`config.mk`:
```
export PLATFORM = sky130hd
export DESIGN_NAME = mandel_iter_ctrl
export DESIGN_NICKNAME = d
export VERILOG_FILES = /design/src/rtl/mandel_iter_ctrl.sv
export SDC_FILE = /design/constraint.sdc
export NUM_CORES = 1
export LEC_CHECK = 0
export ABC_AREA = 0
export CAP_MARGIN = 20
export CORE_UTILIZATION = 45
export CTS_BUF_LIST = sky130_fd_sc_hd__clkbuf_2 sky130_fd_sc_hd__clkbuf_4 sky130_fd_sc_hd__clkbuf_8
export DETAILED_ROUTE_END_ITERATION = 8
export GPL_TIMING_DRIVEN = 0
export MAX_ROUTING_LAYER = met4
export PLACE_DENSITY = 0.95
export SKIP_LAST_GASP = 1
export SLEW_MARGIN = 40
export SYNTH_ARGS = -nofsm -noshare
export SYNTH_HDL_FRONTEND = slang
export SYNTH_SLANG_ARGS = --single-unit
```
`constraint.sdc`:
```
create_clock -name clk -period 3.5 [get_ports clk]
set_input_delay 0.875 -clock clk [delete_from_list [all_inputs] [get_ports clk]]
set_output_delay 0.875 -clock clk [all_outputs]
set_load 0.1 [all_outputs]
```
`src/rtl/mandel_iter_ctrl.sv`:
```
// rtl/mandel_iter_ctrl.sv - escape-time iteration sequencer for one Mandelbrot point
// Accepts c, loads z, steps the datapath to escape or limit, then returns the count.
module mandel_iter_ctrl #(
  parameter int DATA_W   = 32,
  parameter int CNT_W    = 8,
  parameter int MAX_ITER = 255
) (
  input  logic              clk,
  input  logic              rst,
  input  logic              pt_valid,
  output logic              pt_ready,
  input  logic [DATA_W-1:0] c_re,
  input  logic [DATA_W-1:0] c_im,
  output logic [DATA_W-1:0] dp_c_re,
  output logic [DATA_W-1:0] dp_c_im,
  output logic              dp_ld,
  output logic              dp_en,
  input  logic              dp_diverged,
  output logic              res_valid,
  input  logic              res_ready,
  output logic [CNT_W-1:0]  res_count,
  output logic              res_escaped
);

  if (MAX_ITER < 1 || MAX_ITER >= (1 << CNT_W)) begin : g_bad_max_iter
    $error("mandel_iter_ctrl: MAX_ITER must be >= 1 and < 2**CNT_W");
  end

  localparam logic [CNT_W-1:0] MAX_CNT = CNT_W'(MAX_ITER);

  typedef enum logic [1:0] {
    S_IDLE = 2'd0,
    S_LOAD = 2'd1,
    S_ITER = 2'd2,
    S_DONE = 2'd3
  } state_t;

  state_t              r_state;
  state_t              w_next;
  logic [CNT_W-1:0]    r_iter_cnt;
  logic [DATA_W-1:0]   r_c_re;
  logic [DATA_W-1:0]   r_c_im;
  logic [CNT_W-1:0]    r_res_count;
  logic                r_res_escaped;
  logic                w_accept;
  logic                w_finish;
  logic                w_escape;

  // Divergence is tested before the limit so a coincident flag still reports escaped.
  always_comb begin
    w_next    = r_state;
    pt_ready  = 1'b0;
    dp_ld     = 1'b0;
    dp_en     = 1'b0;
    res_valid = 1'b0;
    w_accept  = 1'b0;
    w_finish  = 1'b0;
    w_escape  = 1'b0;
    case (r_state)
      S_IDLE: begin
        pt_ready = 1'b1;
        if (pt_valid) begin
          w_accept = 1'b1;
          w_next   = S_LOAD;
        end
      end
      S_LOAD: begin
        dp_ld  = 1'b1;
        w_next = S_ITER;
      end
      S_ITER: begin
        if (dp_diverged) begin
          w_finish = 1'b1;
          w_escape = 1'b1;
          w_next   = S_DONE;
        end else if (r_iter_cnt == MAX_CNT) begin
          w_finish = 1'b1;
          w_next   = S_DONE;
        end else begin
          dp_en = 1'b1;
        end
      end
      S_DONE: begin
        res_valid = 1'b1;
        if (res_ready) begin
          w_next = S_IDLE;
        end
      end
      default: begin
        w_next = S_IDLE;
      end
    endcase
  end

  always_ff @(posedge clk) begin
    if (rst) begin
      r_state       <= S_IDLE;
      r_iter_cnt    <= '0;
      r_c_re        <= '0;
      r_c_im        <= '0;
      r_res_count   <= '0;
      r_res_escaped <= 1'b0;
    end else begin
      r_state <= w_next;
      if (w_accept) begin
        r_c_re     <= c_re;
        r_c_im     <= c_im;
        r_iter_cnt <= '0;
      end else if (dp_ld) begin
        r_iter_cnt <= '0;
      end else if (dp_en) begin
        r_iter_cnt <= r_iter_cnt + CNT_W'(1);
      end
      // On the limit path r_iter_cnt already equals MAX_ITER, so one capture serves both exits.
      if (w_finish) begin
        r_res_count   <= r_iter_cnt;
        r_res_escaped <= w_escape;
      end
    end
  end

  assign dp_c_re     = r_c_re;
  assign dp_c_im     = r_c_im;
  assign res_count   = r_res_count;
  assign res_escaped = r_res_escaped;

endmodule

```
=== Word-level counts from Yosys, hierarchy flattened ===
Cells that the tools add are included.

* Memories kept: 0
* Bits in registers: 83
* Latch bits: 0
* Bits in read-only memories: 0
* Output and inout port bits: 77
* Input port bits: 69
* RAM bits: 0

* $lt $le $gt $ge: 0
* Equal/unequal tests: 7
* $add $sub $neg: 1
* Div/mod/pow operators: 0
* Bitwise operators: 0
* Muxes and demuxes: 18
* Shift-type cells: 0
* $mul: 0
* Reduce and logical (&&, ||, !) cells: 3

{| class="wikitable"
|+ Operators with widths
! kind !! count
|-
| 2-to-1 mux 1 bit || 13
|-
| adder 8 x 1 -> 8 bit, second input constant || 1
|-
| equality test 8 bit, second input constant || 1
|-
| 2-to-1 mux 2 bit || 4
|-
| one-hot mux 2 bit (4 select lines) || 1
|-
| equality test 2 bit, second input constant || 2
|-
| != test 2 bit, second input constant || 2
|-
| != test 3 bit, second input constant || 1
|-
| AND reduction 3 bit || 1
|-
| OR reduction 3 bit || 1
|-
| equality test 2 x 1 -> 1 bit, second input constant || 1
|-
| logical NOT 2 bit || 1
|}

=== Longest topological paths before layout ===
Gate-level depths: netlist of the first run.

* Word-level depth: 4
* Gate-level depth with buffers: 7

=== Worst setup path before layout of the first run ===
Ideal clock, no wire load.

* Path type: input-to-output
* From: input dp_diverged
* To: output dp_en
* Path buffers: 0
* Slack: 1050 ps
* Required time: 2625 ps
* Arrival: 1575 ps
* Cell stages on the path: 3
* Path through: and2b_1 -> o21ai_2 -> inv_2

* Longest elaborated chain between the ends: 2

{| class="wikitable"
|+ Ends and longest elaborated chain
! item !! line !! source
|-
| start, declared || 18 || <nowiki>input logic dp_diverged,</nowiki>
|-
| 2-to-1 mux 1 bit || 72 || <nowiki>if (dp_diverged) begin</nowiki>
|-
| 2-to-1 mux 1 bit || 59 || <nowiki>case (r_state)</nowiki>
|-
| end, declared || 17 || <nowiki>output logic dp_en,</nowiki>
|}

Every way passes these cells.

=== Worst setup path after layout of the first run ===
Same ends and word-level chain as after synthesis.

==> results.yml, run 1 <==
layout:
  final_common_cell: "nand2_1"
  antennaDiodeCount: 0
  area_growth_pct: 43.9
  multi_input_area_um2: 1320
  nFillCells: 532
  drive_gt1_frac: 0.199
  final_cells: 610
  final_core_util: 0.684
  nets: 604
  final_cell_mix: "133 x nand2_1, 84 x buf_2, 83 x dfxtp_1"
  seqCellArea_um2: 1660
min_path:
  min_to: "dp_c_re[1]"
  holdPathStages: 2
  worstHoldPathType: "flop to flop"
  hp-start: "dp_c_re[1]"
placed_design:
  dp_cells: 595
  io_buffers: 145
  gp_congestion: 0.868
  dp_hpwl_mm: 6.01
route:
  initialDrtViolationCount: 111
  antenna_left: 0
  drc: 13
  drt-total-wl_mm: 8.02
  num_vias: 3034
  drt-wirelength-per-cell_um: 13.1
  routed_via_density: 4.97
  first_pass_iters: 9
clock_tree:
  cts_max_level: 3
  insertion_delay_ns: 0.34
  ctsResizeCount: 0
  clock-sinks: 83
  root_buffer: "clkbuf_8"
  numCtsBuffers: 9
  cts_tree: "yes"
  post-cts-setup-buffer-count: 0
  cts_hold_buf: 0
  cts.reportedPaths.clkPinSlew_ns: 0.07
  cts_max_path_buffers: 2
sta:
  layout_min_cycle_time_ns: 3.18
  finalHoldViolations: 0
  post-route-period-util: 0.909
  maxSlewViolCount: 0
  max_freq_mhz: 314
  fin_hold_ws_ns: 0.452
  relSlewSlack: 0.658
  rsz0062_at_grt: "false"
  skew_ns: 0.00436
  tightest_slew_ns: 0.512
  setup_viol: 0
floorplanning:
  ios: 146
  die_area_um2: 7190
  num_rows: 29
  dieHeight_um: 84.8
  coreArea_um2: 6490
  fp.dieW_um: 84.8
  start_util: 0.475
power_and_ir_drop:
  clock_power_share: 0.189
  p_seq_frac: 0.325
  p_comb_frac: 0.486
  p_sw_mw: 1.78
  p_sw_frac: 0.506
  power_leakage_nw: 1.91
  p_per_area_nw_per_um2: 793
  fin_total_pwr_mw: 3.52
  peakVddDrop_v: 0.000513
  p_int_mw: 1.74
worst_setup_path:
  slowest_delay_ns: 0.47
  r2r_end: "dp_c_im[28]"
  arrival_ns: 2.31
  worst-r2r-cell-count: 6
  r2r_start: "r_state[0]"
  cp_slowest_cell: "clkdlybuf4s50_1"
  start_kind: "input port"
  crit_required_ns: 2.62
  crit_chain: "clkdlybuf4s50_1 > and2b_1 > o21ai_2 > inv_2 > buf_2"
  crit_type: "input port to primary output"
  end_kind: "primary output"
  path_max_fanout: 6
  reg2reg_slack_ns: 1.64
yosys:
  synth.avg_cell_area_um2: 8.28
  seq_area_frac_synth: 0.538
  synth_nets: 448
  yosysUniqueCellTypes: 31
  ys_ff_latch: 83
  syn_inst: 373
  ys_warn_count: 0
  synth_area_um2: 3090
grt:
  grt_pass1_wl_mm: 12.8
  grt_max_degree: 14
  gr-total-overflow: 0
  grt_pass1_vias: 2843
  track_usage: 0.231
  grt_antenna_before_repair: 0
outcome:
  status: "complete, but fails checks"
  failed_checks: "design-rule violations"
flow_run:
  cap_viol_max_count: 0
-- cell usage after synthesis --
cell type	count	area, um^2
nand2_1	133	499
dfxtp_1	83	1660
a21oi_1	70	350
clkbuf_1	15	56.3
nor2_1	14	52.6
buf_2	7	35.0
mux2i_1	7	70.1
ha_1	6	75.1
nor3_1	5	25.0
inv_1	4	15.0
xnor2_1	4	35.0
and2_1	2	12.5
nand3_1	2	10.0
nand4b_1	2	17.5
o21ai_0	2	10.0
or3_1	2	12.5
a311oi_2	1	15.0
and2b_1	1	7.51
and4_1	1	8.76
inv_2	1	3.75
nand2b_1	1	6.26
nand3_2	1	10.0
nand4_1	1	6.26
nand4_4	1	21.3
nor4_2	1	12.5
o2111ai_1	1	8.76
o21ai_2	1	8.76
o21ai_4	1	16.3
o22a_1	1	8.76
o22ai_1	1	6.26
xor2_1	1	8.76
-- metal layers --
metal / GRT usage / part of all wire
met4: 0.0940 / 0.022
met2: 0.386 / 0.48
met3: 0.0574 / 0.073
met5: - / 0
met1: 0.267 / 0.43
-- worst max-delay path by stage --
stage | startpoint | to | slack [ns] | depth (start not counted)
detailed placement | dp_diverged | dp_en | 0.34 | 5
CTS | dp_diverged | dp_en | 0.33 | 5
global placement | dp_diverged | dp_en | -0.35 | 5
global route | dp_diverged | dp_en | 0.26 | 5
floorplan | dp_diverged | dp_en | 1.05 | 3
finish | dp_diverged | dp_en | 0.32 | 5
-- final cells by class --
type	instances	area share
plain buffers	22	0.0206
clock inverters	5	0.0121
inverters	5	0.00423
well taps	77	0.0217
clock buffers	10	0.0310
flip-flops and latches	83	0.374
repair buffers	145	0.240
multi-input cells	263	0.296
-- power groups by stage --
stage | Sequential (mW) | Combinational [mW] | Clock, mW
after floorplan | 2.03 | 0.527 | 0
final | 1.14 | 1.71 | 0.665
after global placement | 1.16 | 1.82 | 0
after CTS | 1.14 | 1.72 | 0.683
after global routing | 1.16 | 1.81 | 0.727
after detailed placement | 1.16 | 1.72 | 0
-- worst max-delay path, delay by kind of cell --
family                 cells  cell delay (ns)
AO/OA/AOI/OAI              1             0.12
buffers and inverters      3             1.03
AND/OR/NAND/NOR            1             0.28
-- sequential cells by signal (all words and copies together), names as in the netlist --
name and cells:
dp_c_im 32, dp_c_re 32, r_iter_cnt 8, res_count 8, r_state 2, res_escaped 1
-- stage by stage --
step	worst slack, ns	TNS [ns]	area (um^2)
global route	0.260	0	4440
floorplan	1.05	0	3090
detailed placement	0.341	0	4250
finish	0.318	0	4440
global placement	-0.354	-0.354	4630
CTS	0.325	0	4440
-- kinds of logic after synthesis --
| group | share of synthesized area |
|---|---|
| AOI/OAI and AO/OA | 0.137 |
| xor gates and xnor gates | 0.0142 |
| adders and majority gates | 0.0243 |
| buffers and inverters | 0.0357 |
| DFF | 0.538 |
| muxes | 0.0227 |
| and+or+nand+nor | 0.227 |
Note: power is estimated with default switching activity, not from simulation.
==> run 2, diff against run 1 <==
- SETUP_SLACK_MARGIN: unset -> 0.2
==> results of run 2 <==
Same layout as run 1: the final DEF is identical, and so are final timing and power.
